<file path="config.mk">
export PLATFORM = sky130hd
export DESIGN_NAME = tcam_lookup_engine_flat
export DESIGN_NICKNAME = d
export VERILOG_FILES = /design/src/rtl/tcam_lookup_engine_if.sv /design/src/rtl/tcam_lookup_engine.sv /design/src/flat_wrapper.sv
export SDC_FILE = /design/constraint.sdc
export NUM_CORES = 1
export LEC_CHECK = 0
export ABC_AREA = 1
export CAP_MARGIN = 10
export CORE_ASPECT_RATIO = 0.8
export CORE_UTILIZATION = 43
export DETAILED_ROUTE_END_ITERATION = 10
export GPL_ROUTABILITY_DRIVEN = 0
export RECOVER_POWER = 25
export SLEW_MARGIN = 20
export SYNTH_ARGS = -nofsm -noshare
export SYNTH_HDL_FRONTEND = slang
export SYNTH_SLANG_ARGS = --single-unit
</file>
<file path="constraint.sdc">
create_clock -name clk -period 6 [get_ports clk]
set_clock_uncertainty 0.05 [all_clocks]
set_input_delay 1.5 -clock clk [delete_from_list [all_inputs] [get_ports clk]]
set_output_delay 1.5 -clock clk [all_outputs]
set_load 0.02 [all_outputs]
</file>
<file path="src/rtl/tcam_lookup_engine_if.sv">
// -----------------------------------------------------------------------------
// tcam_lookup_engine_if
// Purpose : Bundles the command and response valid/ready channels of the TCAM
//           lookup engine into one interface.
// Ports   : none (pure signal bundle)
//   Command channel : cmd_valid, cmd_ready, cmd_op, cmd_addr, cmd_key,
//                     cmd_mask, cmd_data, cmd_vbit
//   Response channel: rsp_valid, rsp_ready, rsp_op, rsp_hit, rsp_multi,
//                     rsp_err, rsp_addr, rsp_key, rsp_mask, rsp_data, rsp_vbit
// Modports: master = requester side (drives commands, consumes responses)
//           slave  = engine side
// -----------------------------------------------------------------------------
interface tcam_lookup_engine_if #(
  parameter int KEY_W = 8,
  parameter int ID_W  = 4,
  parameter int AW    = 4
) ();

  logic             cmd_valid;
  logic             cmd_ready;
  logic [2:0]       cmd_op;
  logic [AW-1:0]    cmd_addr;
  logic [KEY_W-1:0] cmd_key;
  logic [KEY_W-1:0] cmd_mask;
  logic [ID_W-1:0]  cmd_data;
  logic             cmd_vbit;

  logic             rsp_valid;
  logic             rsp_ready;
  logic [2:0]       rsp_op;
  logic             rsp_hit;
  logic             rsp_multi;
  logic             rsp_err;
  logic [AW-1:0]    rsp_addr;
  logic [KEY_W-1:0] rsp_key;
  logic [KEY_W-1:0] rsp_mask;
  logic [ID_W-1:0]  rsp_data;
  logic             rsp_vbit;

  modport master (
    output cmd_valid, cmd_op, cmd_addr, cmd_key, cmd_mask, cmd_data, cmd_vbit,
    input  cmd_ready,
    input  rsp_valid, rsp_op, rsp_hit, rsp_multi, rsp_err, rsp_addr,
           rsp_key, rsp_mask, rsp_data, rsp_vbit,
    output rsp_ready
  );

  modport slave (
    input  cmd_valid, cmd_op, cmd_addr, cmd_key, cmd_mask, cmd_data, cmd_vbit,
    output cmd_ready,
    output rsp_valid, rsp_op, rsp_hit, rsp_multi, rsp_err, rsp_addr,
           rsp_key, rsp_mask, rsp_data, rsp_vbit,
    input  rsp_ready
  );

endinterface

</file>
<file path="src/rtl/tcam_lookup_engine.sv">
// -----------------------------------------------------------------------------
// tcam_lookup_engine
// Purpose : Behavioural TCAM of DEPTH entries (key, care-mask, data, valid)
//           used for destination-ID lookup. Supports WR, RD, FLUSH and CMP
//           commands; CMP returns the lowest matching index and a multi-hit
//           flag.
// Ports   :
//   clk     in   clock, everything on the rising edge
//   rst     in   synchronous active-high reset
//   bus     slave modport of tcam_lookup_engine_if (command + response
//           valid/ready channels)
//   hit_cnt out  32-bit saturating count of handshaken CMP hits
//                (present only when TCAM_HIT_CNT_EN is defined)
// Configuration macro: TCAM_HIT_CNT_EN
// Latency : WR/RD/FLUSH response valid the cycle after acceptance;
//           CMP spends one cycle in MATCH, response valid the cycle after.
// -----------------------------------------------------------------------------
module tcam_lookup_engine #(
  parameter int KEY_W = 8,
  parameter int ID_W  = 4,
  parameter int DEPTH = 16
) (
  input  logic                 clk,
  input  logic                 rst,
  tcam_lookup_engine_if.slave  bus
`ifdef TCAM_HIT_CNT_EN
  ,
  output logic [31:0]          hit_cnt
`endif
);

  localparam int AW = $clog2(DEPTH);

  localparam logic [2:0] OP_WR    = 3'd1;
  localparam logic [2:0] OP_RD    = 3'd2;
  localparam logic [2:0] OP_FLUSH = 3'd3;
  localparam logic [2:0] OP_CMP   = 3'd4;

  typedef enum logic [1:0] {
    ST_IDLE  = 2'd0,
    ST_MATCH = 2'd1,
    ST_RSP   = 2'd2
  } state_t;

  // Entry storage. Only the valid bits are reset; contents are don't-care
  // until written and are masked by the valid bit during compare.
  logic [KEY_W-1:0] key_q  [DEPTH];
  logic [KEY_W-1:0] mask_q [DEPTH];
  logic [ID_W-1:0]  data_q [DEPTH];
  logic [DEPTH-1:0] vbit_q;

  state_t           state_q, state_d;
  logic [KEY_W-1:0] search_q;
  logic [DEPTH-1:0] match_d, match_q;

  logic [2:0]       rsp_op_q;
  logic             rsp_err_q;
  logic [AW-1:0]    rsp_addr_q;
  logic [KEY_W-1:0] rsp_key_q;
  logic [KEY_W-1:0] rsp_mask_q;
  logic [ID_W-1:0]  rsp_data_q;
  logic             rsp_vbit_q;

  logic             cmd_fire;
  logic             rsp_fire;
  logic             addr_ok;
  logic             wr_en;
  logic [AW-1:0]    win_idx;
  logic             any_hit;
  logic             multi_hit;
  logic             is_cmp;

  assign bus.cmd_ready = (state_q == ST_IDLE);
  assign bus.rsp_valid = (state_q == ST_RSP);

  assign cmd_fire = bus.cmd_valid & bus.cmd_ready;
  assign rsp_fire = bus.rsp_valid & bus.rsp_ready;
  assign addr_ok  = (int'(bus.cmd_addr) < DEPTH);
  assign wr_en    = cmd_fire & (bus.cmd_op == OP_WR) & addr_ok;

  // ---------------------------------------------------------------------------
  // Control FSM
  // ---------------------------------------------------------------------------
  always_comb begin
    state_d = state_q;
    case (state_q)
      ST_IDLE: begin
        if (bus.cmd_valid) begin
          if (bus.cmd_op == OP_WR || bus.cmd_op == OP_RD || bus.cmd_op == OP_FLUSH) begin
            state_d = ST_RSP;
          end else if (bus.cmd_op == OP_CMP) begin
            state_d = ST_MATCH;
          end
          // NOP and reserved ops are consumed without a response.
        end
      end
      ST_MATCH: state_d = ST_RSP;
      ST_RSP: begin
        if (bus.rsp_ready) begin
          state_d = ST_IDLE;
        end
      end
      default: state_d = ST_IDLE;
    endcase
  end

  // ---------------------------------------------------------------------------
  // Per-entry match against the latched search key
  // ---------------------------------------------------------------------------
  generate
    for (genvar gi = 0; gi < DEPTH; gi++) begin : g_match
      assign match_d[gi] = vbit_q[gi] & (((key_q[gi] ^ search_q) & mask_q[gi]) == '0);
    end
  endgenerate

  // Lowest index wins: scan downwards so the last assignment is the lowest hit.
  always_comb begin
    win_idx = '0;
    for (int i = DEPTH - 1; i >= 0; i--) begin
      if (match_q[i]) begin
        win_idx = AW'(i);
      end
    end
  end

  assign any_hit   = |match_q;
  // Clearing the lowest set bit leaves something only if two or more were set.
  assign multi_hit = |(match_q & (match_q - DEPTH'(1)));

  // ---------------------------------------------------------------------------
  // Entry contents (no reset)
  // ---------------------------------------------------------------------------
  always_ff @(posedge clk) begin
    if (!rst && wr_en) begin
      key_q[bus.cmd_addr]  <= bus.cmd_key;
      mask_q[bus.cmd_addr] <= bus.cmd_mask;
      data_q[bus.cmd_addr] <= bus.cmd_data;
    end
  end

  // ---------------------------------------------------------------------------
  // State, valid bits and response registers
  // ---------------------------------------------------------------------------
  always_ff @(posedge clk) begin
    if (rst) begin
      state_q    <= ST_IDLE;
      vbit_q     <= '0;
      search_q   <= '0;
      match_q    <= '0;
      rsp_op_q   <= '0;
      rsp_err_q  <= 1'b0;
      rsp_addr_q <= '0;
      rsp_key_q  <= '0;
      rsp_mask_q <= '0;
      rsp_data_q <= '0;
      rsp_vbit_q <= 1'b0;
    end else begin
      state_q <= state_d;

      if (cmd_fire) begin
        case (bus.cmd_op)
          OP_WR: begin
            rsp_op_q   <= OP_WR;
            rsp_addr_q <= bus.cmd_addr;
            rsp_err_q  <= !addr_ok;
            if (addr_ok) begin
              vbit_q[bus.cmd_addr] <= bus.cmd_vbit;
            end
          end
          OP_RD: begin
            rsp_op_q   <= OP_RD;
            rsp_addr_q <= bus.cmd_addr;
            rsp_err_q  <= !addr_ok;
            if (addr_ok) begin
              rsp_key_q  <= key_q[bus.cmd_addr];
              rsp_mask_q <= mask_q[bus.cmd_addr];
              rsp_data_q <= data_q[bus.cmd_addr];
              rsp_vbit_q <= vbit_q[bus.cmd_addr];
            end
          end
          OP_FLUSH: begin
            rsp_op_q <= OP_FLUSH;
            vbit_q   <= '0;
          end
          OP_CMP: begin
            rsp_op_q <= OP_CMP;
            search_q <= bus.cmd_key;
          end
          default: ;
        endcase
      end

      if (state_q == ST_MATCH) begin
        match_q <= match_d;
      end

      // Return every response field to zero once consumed so fields that an
      // op does not define read as 0 on the next response.
      if (rsp_fire) begin
        match_q    <= '0;
        rsp_op_q   <= '0;
        rsp_err_q  <= 1'b0;
        rsp_addr_q <= '0;
        rsp_key_q  <= '0;
        rsp_mask_q <= '0;
        rsp_data_q <= '0;
        rsp_vbit_q <= 1'b0;
      end
    end
  end

  // ---------------------------------------------------------------------------
  // Response outputs. CMP results are encoded from the registered match
  // vector; nothing can write the array while a response is pending, so the
  // encoded fields stay stable under back-pressure.
  // ---------------------------------------------------------------------------
  assign is_cmp = (state_q == ST_RSP) && (rsp_op_q == OP_CMP);

  assign bus.rsp_op    = rsp_op_q;
  assign bus.rsp_hit   = is_cmp & any_hit;
  assign bus.rsp_multi = is_cmp & multi_hit;
  assign bus.rsp_err   = rsp_err_q;
  assign bus.rsp_addr  = is_cmp ? win_idx : rsp_addr_q;
  assign bus.rsp_key   = rsp_key_q;
  assign bus.rsp_mask  = rsp_mask_q;
  assign bus.rsp_data  = is_cmp ? (any_hit ? data_q[win_idx] : '0) : rsp_data_q;
  assign bus.rsp_vbit  = rsp_vbit_q;

`ifdef TCAM_HIT_CNT_EN
  logic [31:0] hit_cnt_q;

  always_ff @(posedge clk) begin
    if (rst) begin
      hit_cnt_q <= '0;
    end else if (cmd_fire && bus.cmd_op == OP_FLUSH) begin
      hit_cnt_q <= '0;
    end else if (rsp_fire && is_cmp && any_hit && hit_cnt_q != 32'hFFFF_FFFF) begin
      hit_cnt_q <= hit_cnt_q + 32'd1;
    end
  end

  assign hit_cnt = hit_cnt_q;
`endif

endmodule

</file>
<file path="src/flat_wrapper.sv">
// flat-port wrapper written by rule: the top's interface ports become plain ports
module tcam_lookup_engine_flat 
#(
  parameter int KEY_W = 8,
  parameter int ID_W  = 4,
  parameter int DEPTH = 16
)
  (clk, rst, bus_cmd_valid, bus_cmd_op, bus_cmd_addr, bus_cmd_key, bus_cmd_mask, bus_cmd_data, bus_cmd_vbit, bus_cmd_ready, bus_rsp_valid, bus_rsp_op, bus_rsp_hit, bus_rsp_multi, bus_rsp_err, bus_rsp_addr, bus_rsp_key, bus_rsp_mask, bus_rsp_data, bus_rsp_vbit, bus_rsp_ready);
  tcam_lookup_engine_if #(.KEY_W(KEY_W), .ID_W(ID_W), .AW(4)) bus_i ();
  input  logic clk;
  input  logic rst;
  input wire logic [$bits(bus_i.cmd_valid)-1:0] bus_cmd_valid;
  input wire logic [$bits(bus_i.cmd_op)-1:0] bus_cmd_op;
  input wire logic [$bits(bus_i.cmd_addr)-1:0] bus_cmd_addr;
  input wire logic [$bits(bus_i.cmd_key)-1:0] bus_cmd_key;
  input wire logic [$bits(bus_i.cmd_mask)-1:0] bus_cmd_mask;
  input wire logic [$bits(bus_i.cmd_data)-1:0] bus_cmd_data;
  input wire logic [$bits(bus_i.cmd_vbit)-1:0] bus_cmd_vbit;
  output wire logic [$bits(bus_i.cmd_ready)-1:0] bus_cmd_ready;
  output wire logic [$bits(bus_i.rsp_valid)-1:0] bus_rsp_valid;
  output wire logic [$bits(bus_i.rsp_op)-1:0] bus_rsp_op;
  output wire logic [$bits(bus_i.rsp_hit)-1:0] bus_rsp_hit;
  output wire logic [$bits(bus_i.rsp_multi)-1:0] bus_rsp_multi;
  output wire logic [$bits(bus_i.rsp_err)-1:0] bus_rsp_err;
  output wire logic [$bits(bus_i.rsp_addr)-1:0] bus_rsp_addr;
  output wire logic [$bits(bus_i.rsp_key)-1:0] bus_rsp_key;
  output wire logic [$bits(bus_i.rsp_mask)-1:0] bus_rsp_mask;
  output wire logic [$bits(bus_i.rsp_data)-1:0] bus_rsp_data;
  output wire logic [$bits(bus_i.rsp_vbit)-1:0] bus_rsp_vbit;
  input wire logic [$bits(bus_i.rsp_ready)-1:0] bus_rsp_ready;
  assign bus_i.cmd_valid = bus_cmd_valid;
  assign bus_i.cmd_op = bus_cmd_op;
  assign bus_i.cmd_addr = bus_cmd_addr;
  assign bus_i.cmd_key = bus_cmd_key;
  assign bus_i.cmd_mask = bus_cmd_mask;
  assign bus_i.cmd_data = bus_cmd_data;
  assign bus_i.cmd_vbit = bus_cmd_vbit;
  assign bus_cmd_ready = bus_i.cmd_ready;
  assign bus_rsp_valid = bus_i.rsp_valid;
  assign bus_rsp_op = bus_i.rsp_op;
  assign bus_rsp_hit = bus_i.rsp_hit;
  assign bus_rsp_multi = bus_i.rsp_multi;
  assign bus_rsp_err = bus_i.rsp_err;
  assign bus_rsp_addr = bus_i.rsp_addr;
  assign bus_rsp_key = bus_i.rsp_key;
  assign bus_rsp_mask = bus_i.rsp_mask;
  assign bus_rsp_data = bus_i.rsp_data;
  assign bus_rsp_vbit = bus_i.rsp_vbit;
  assign bus_i.rsp_ready = bus_rsp_ready;
  tcam_lookup_engine #(.KEY_W(KEY_W), .ID_W(ID_W), .DEPTH(DEPTH)) u_core (.clk(clk), .rst(rst), .bus(bus_i));
endmodule
</file>
### Word-level counts from Yosys, hierarchy flattened

Memory sizes are Yosys's and may differ from the RTL's. A register that Yosys moved wholly into a read port is not among the register bits.
Cells that the tools add are included.

| word-level totals | value |
|---|---|
| memories kept | 3 |
| input port bits | 32 |
| output and inout bits | 33 |
| bits in writable memories | 320 |
| register bits after elaboration | 50 |
| logic and storage cells | 145 |

Memories:

| name | depth | width | read ports | clocked after memory_dff | write ports | RTL line | source |
|---|---|---|---|---|---|---|---|
| u_core.key_q | 16 | 8 | 17 | 1 | 1 | tcam_lookup_engine.sv:47 | `logic [KEY_W-1:0] key_q [DEPTH];` |
| u_core.mask_q | 16 | 8 | 17 | 1 | 1 | tcam_lookup_engine.sv:48 | `logic [KEY_W-1:0] mask_q [DEPTH];` |
| u_core.data_q | 16 | 4 | 2 | 1 | 1 | tcam_lookup_engine.sv:49 | `logic [ID_W-1:0] data_q [DEPTH];` |

| operators by class | value |
|---|---|
| add/subtract/negate cells | 1 |
| eq/ne operators | 10 |
| reduce and logical (&&, ||, !) cells | 35 |
| bitwise operators | 54 |
| order comparisons | 2 |
| muxes and demuxes | 33 |

Operator list:

| cell | number |
|---|---|
| $and 8x8->8 | 16 |
| $logic_not 8->1 | 16 |
| $xor 8x8->8 | 16 |
| $mux 4 | 19 |
| $pmux 16 s2 | 1 |
| $reduce_or 16->1 | 2 |
| $and 1x1->1 | 21 |
| $and 16x16->16 | 1 |
| $bwmux 16 | 1 |
| $sub 16x1->16 const B | 1 |
| $pmux 3 s4 | 1 |
| $reduce_and 2->1 | 5 |
| $mux 2 | 4 |
| $eq 3x2->1 const B | 2 |
| $eq 3x3->1 const B | 2 |
| $pmux 2 s3 | 1 |
| $lt 4x5->1 const B | 1 |
| $bmux 1 s4 | 1 |
| $demux 1 s4 | 1 |
| $ge 4x1->1 const B | 1 |
| $mux 1 | 4 |
| $ne 2x2->1 const B | 2 |
| $reduce_bool 4->1 | 1 |
| $reduce_or 2->1 | 2 |
| 10 further kinds | 13 |

### Depth between registers and ports, before layout

An unclocked memory read counts as a cell.

| depth | value |
|---|---|
| depth after elaboration | 19 |
| gate-level depth with buffers | 24 |
| gate-level depth less buffers | 23 |

### Worst setup path after synthesis

OpenSTA, ideal clock, no wires.

| path | value |
|---|---|
| kind | input port to flip-flop |
| start | input port bus_cmd_addr[1] |
| end | memory u_core.data_q[10][0], enable pin |
| setup time | 0.422 ns |
| stages on the path | 6 |
| arrival time | 3.767 ns |
| path buffers | 2 |
| path slack | 1.761 ns |
| path through | inv_1 -> nor2_1 -> inv_1 -> buf_2 -> buf_1 -> nor3_1 |

RTL lines:

| what | RTL line | source |
|---|---|---|
| start, declared | flat_wrapper.sv:14 | `input wire logic [$bits(bus_i.cmd_addr)-1:0] bus_cmd_addr;` |
| end, declared | tcam_lookup_engine.sv:49 |  |

No word-level cell before the write port.

### Final worst setup path

| path | value |
|---|---|
| start | register u_core.match_q[13] |
| end | output port bus_rsp_data[2] |

| between the ends | value |
|---|---|
| word-level cells in the longest chain between the ends | 17 |

Ends and longest elaborated chain:

| what | RTL line | source |
|---|---|---|
| start, declared | tcam_lookup_engine.sv:54 | `logic [DEPTH-1:0] match_d, match_q;` |
| start signal, assigned | tcam_lookup_engine.sv:194 | `match_q <= match_d;` |
| $mux 4 (14 in series) | tcam_lookup_engine.sv:120 | `if (match_q[i]) begin` |
| $mem_v2 16x4 | -- |  |
| $mux 4 (*) (2 in series) | tcam_lookup_engine.sv:226 | `assign bus.rsp_data = is_cmp ? (any_hit ? data_q[win_idx] : '0) : rsp_data_q;` |
| end, declared | flat_wrapper.sv:28 | `output wire logic [$bits(bus_i.rsp_data)-1:0] bus_rsp_data;` |

Every way passes the cells marked *; elsewhere a longest branch is shown, timed or not.

==> flow_metrics.py <==
metrics = {
    "synthesis": {
        "syn_avg_cell_area_sq_um": 10.20,
        "syn_nets": 1779,
        "synthesis.instances": 1747,
        "async_flop_share_pct": 0,
        "yosysSeqAreaShare_pct": 61.79,
        "yosysUniqueCellTypes": 43,
        "ys.flop_type": "edfxtp_1",
        "synth_edf_count": 320,
        "syn_area_sq_um": 17820,
        "yosys_warnings": 0,
        "synth_seq_cells": 390,
    },
    "sta": {
        "tns_ps": 0,
        "max_freq_mhz": 199.5,
        "slew_viol_final": 0,
        "fin_crit_ps": 5013,
        "slew_headroom_pct": 22.08,
        "rsz0062_at_grt": "no",
        "setup_ws_ps": 986.6,
        "setup_viol": 0,
        "tightest_slew_ps": 1168,
        "finalCritPeriodShare_pct": 83.56,
        "hold_ws_ps": 430.7,
        "hold_violations": 0,
    },
    "placed_design": {
        "pre_cts_ws_ps": 1591,
        "portBuffers": 63,
        "hpwl_um": 38670,
    },
    "clock_network": {
        "ctsHtreeMaxLevel": 2,
        "clkLatencyLatePin_ps": 560,
        "cts.sinks": 390,
        "clockRootBuffer": "clkbuf_16",
        "holdBufCountCts": 0,
        "cts_buffers": 41,
        "clkTransAtPathRegs_ps": 60,
        "cts_buffer_depth": 3,
        "cts_resized": 0,
        "postCtsSetupBuffers": 0,
        "cts_tree": "done",
    },
    "power": {
        "total_power_mw": 5.744,
        "peakVddDrop_mv": 0.1874,
        "p_leak_nw": 7.264,
        "pwr-share-comb_pct": 5.7,
        "power.internal_mw": 4.433,
        "seqPwrFrac_pct": 51.5,
        "p_switching_mw": 1.311,
        "p_sw_share_pct": 22.82,
        "p_clk_share_pct": 42.8,
        "p_per_area_nw_per_um2": 281.0,
    },
    "detailed_routing": {
        "drt_iter0_markers": 2153,
        "num_vias": 14141,
        "route.detailed.drc": 0,
        "wl_um": 58780,
        "dr.pass1.iters": 8,
        "via_per_inst": 5.964,
        "antenna_left": 0,
        "post_drt_wl_per_cell_um": 24.79,
    },
    "worst_setup_path": {
        "cp_data_arrival_time_ps": 3460,
        "crit_slowest_cell": "clkdlybuf4s50_1",
        "cp-start-kind": "flip-flop",
        "max_stage_delay_ps": 610,
        "worstPathBufferInverterCount": 2,
        "reg2regPathDepth": 7,
        "reg2reg_to": "u_core.match_q[11]",
        "crit_path_end_kind": "primary output",
        "path_depth": 23,
        "crit_end": "bus_rsp_data[2]",
        "reg2reg_from": "u_core.search_q[3]",
        "path_max_fanout": 33,
        "cp-startpoint": "u_core.match_q[13]",
        "r2r_slack_ps": 2810,
        "cp_common_cell": "nand2_1",
        "cp_cell_sequence": "inv_2 > nand2_1 > nand2_1 > nand2_1 > nand2_1 > nand2_1 > nand2_1 > nand2_1 > nand2_1 > nand2_1 > nand2_1 > nand2_1 > nand2_2 > nand2_4 > nand2_4 > nand2_1 > nand3_1 > nand3_1 > nand3_1 > nand2_1 > nand2_1 > nand2_1 > clkdlybuf4s50_1",
        "crit_family": "simple AND/OR/NAND/NOR gates",
        "cp_data_required_time_ps": 4450,
        "critical_path_class": "flip-flop to primary output",
    },
    "cells_and_area": {
        "fin_util_pct": 50.20,
        "mostFrequentLayoutCells": "nand2_1, edfxtp_1, nand3_1, inv_1, a21oi_1",
        "nets": 1827,
        "drive_gt1_share_pct": 9.141,
        "nFillCells": 3624,
        "multi_input_area_sq_um": 5912,
        "layout_commonest_cell": "nand2_1",
        "area_growth_syn_to_layout_pct": 14.70,
        "seq_area_sq_um": 11010,
        "num_antenna_cells": 0,
    },
    "floorplan": {
        "initial_core_util_pct": 43.77,
        "core_sq_um": 40710,
        "die_area_sq_um": 42260,
        "die_y_um": 184.1,
        "placementRows": 66,
        "ioPinCount": 65,
        "fp.dieW_um": 229.6,
    },
    "run": {
        "cap_viol_max_count": 0,
    },
    "global_routing": {
        "grt_pass1_wl_um": 85790,
        "antenna_found_initial": 1,
        "gr-total-overflow": 0,
        "top_usage_layer": "met1",
        "grt_max_degree": 82,
        "use_met2_pct": 39.36,
        "track_usage_pct": 27.89,
        "met3_usage_pct": 8.917,
        "grt_util_met1_pct": 40.10,
        "grt_pass1_vias": 13185,
    },
    "worst_hold_path": {
        "hold_path.class": "flip-flop to flip-flop",
    },
    "status": {
        "status": "completed",
    },
}
==> cell usage after synthesis (2+ instances only) <==
master | n | area, sq um
inv_1 | 157 | 589.3
a41oi_1 | 19 | 166.4
o22ai_1 | 9 | 56.30
edfxtp_1 | 320 | 9609
nor2_1 | 51 | 191.4
o21ai_0 | 84 | 420.4
nand2_4 | 2 | 22.52
a311oi_1 | 15 | 131.4
a21oi_2 | 2 | 17.52
nor3_1 | 20 | 100.1
xor2_1 | 25 | 219.0
a2111oi_0 | 3 | 26.28
inv_2 | 3 | 11.26
or2_2 | 40 | 250.2
nand3b_1 | 2 | 15.01
buf_1 | 5 | 18.77
clkbuf_1 | 80 | 300.3
o31ai_1 | 2 | 15.01
a31oi_1 | 3 | 18.77
a22oi_1 | 81 | 608.1
a21oi_1 | 121 | 605.6
a2111o_1 | 7 | 78.83
clkinv_1 | 4 | 15.01
nand2_1 | 351 | 1318
nand3_1 | 166 | 830.8
o2111ai_1 | 8 | 70.07
dfxtp_1 | 70 | 1401
nand4_1 | 35 | 219.0
buf_4 | 4 | 30.03
nor4_1 | 2 | 12.51
o221ai_1 | 38 | 332.8
buf_2 | 7 | 35.03
==> tightest hold or removal path, cell delays in order, from the launching register on <==
cell	delay (ps)
dfxtp_1	320
nand2_1	60
a21oi_1	50
==> worst min path at each step <==
stage / from / end / cells after the start
2_1_floorplan: u_core.match_q[3] / u_core.match_q[3] / 2
3_5_place_dp: u_core.bus.rsp_op[1] / u_core.bus.rsp_op[1] / 2
4_1_cts: u_core.bus.rsp_op[1] / u_core.bus.rsp_op[1] / 2
6_report: u_core.bus.rsp_op[1] / u_core.bus.rsp_op[1] / 2
3_3_place_gp: u_core.bus.rsp_op[1] / u_core.bus.rsp_op[1] / 2
5_1_grt: u_core.bus.rsp_op[2] / u_core.bus.rsp_op[2] / 2
==> state kept, by name, summed over array words and instances, names as in the netlist <==
register	flops
u_core.bus.rsp_key	8
u_core.bus.rsp_mask	8
u_core.bus.rsp_op	3
u_core.bus.rsp_vbit	1
u_core.data_q	64
u_core.key_q	128
u_core.mask_q	128
u_core.match_q	16
u_core.rsp_addr_q	4
u_core.rsp_data_q	4
u_core.search_q	8
u_core.state_q	2
u_core.vbit_q	16
==> stage by stage <==
| stage | cell area (sq um) | std cells |
|---|---|---|
| global route | 20440 | 2371 |
| floorplan | 17820 | 1747 |
| detailed placement | 19150 | 2296 |
| finish | 20440 | 2371 |
| global placement | 19150 | 2296 |
| CTS | 20430 | 2371 |
==> layout make-up <==
type                       instances  share of cell area [%]
tap                              544                   3.330
timing repair buffer             102                   4.579
inverter                         164                   3.012
sequential                       390                   53.87
clock inverter                    10                  0.4775
clock buffer                      65                   5.803
multi-input combinational       1096                   28.93
==> per-layer routing <==
metal / part of all wire (%) / up-vias
met1: 44 / 6829
met2: 41 / 778
met5: 0 / -
met3: 12 / 113
met4: 3.3 / 0
li1: - / 6421
==> power groups by stage <==
| stage | sequential (mW) | clock [mW] | combinational [mW] |
|---|---|---|---|
| 6_report | 2.96 | 2.46 | 0.327 |
| 3_3_place_gp | 3.01 | 0 | 0.320 |
| 4_1_cts | 2.96 | 2.49 | 0.323 |
| 3_5_place_dp | 3.01 | 0 | 0.322 |
| 2_1_floorplan | 3.01 | 0 | 0.163 |
| 5_1_grt | 2.96 | 2.58 | 0.347 |
==> kinds of logic after synthesis <==
kind of cell    after synthesis  share of synthesized area (%)
other cells                   1                        0.02104
simple gates                670                          16.64
buf+inv                     261                          5.673
flops                       390                          61.79
xor+xnor                     25                          1.229
compound gates              400                          14.65
(Power assumes the default switching activity.)
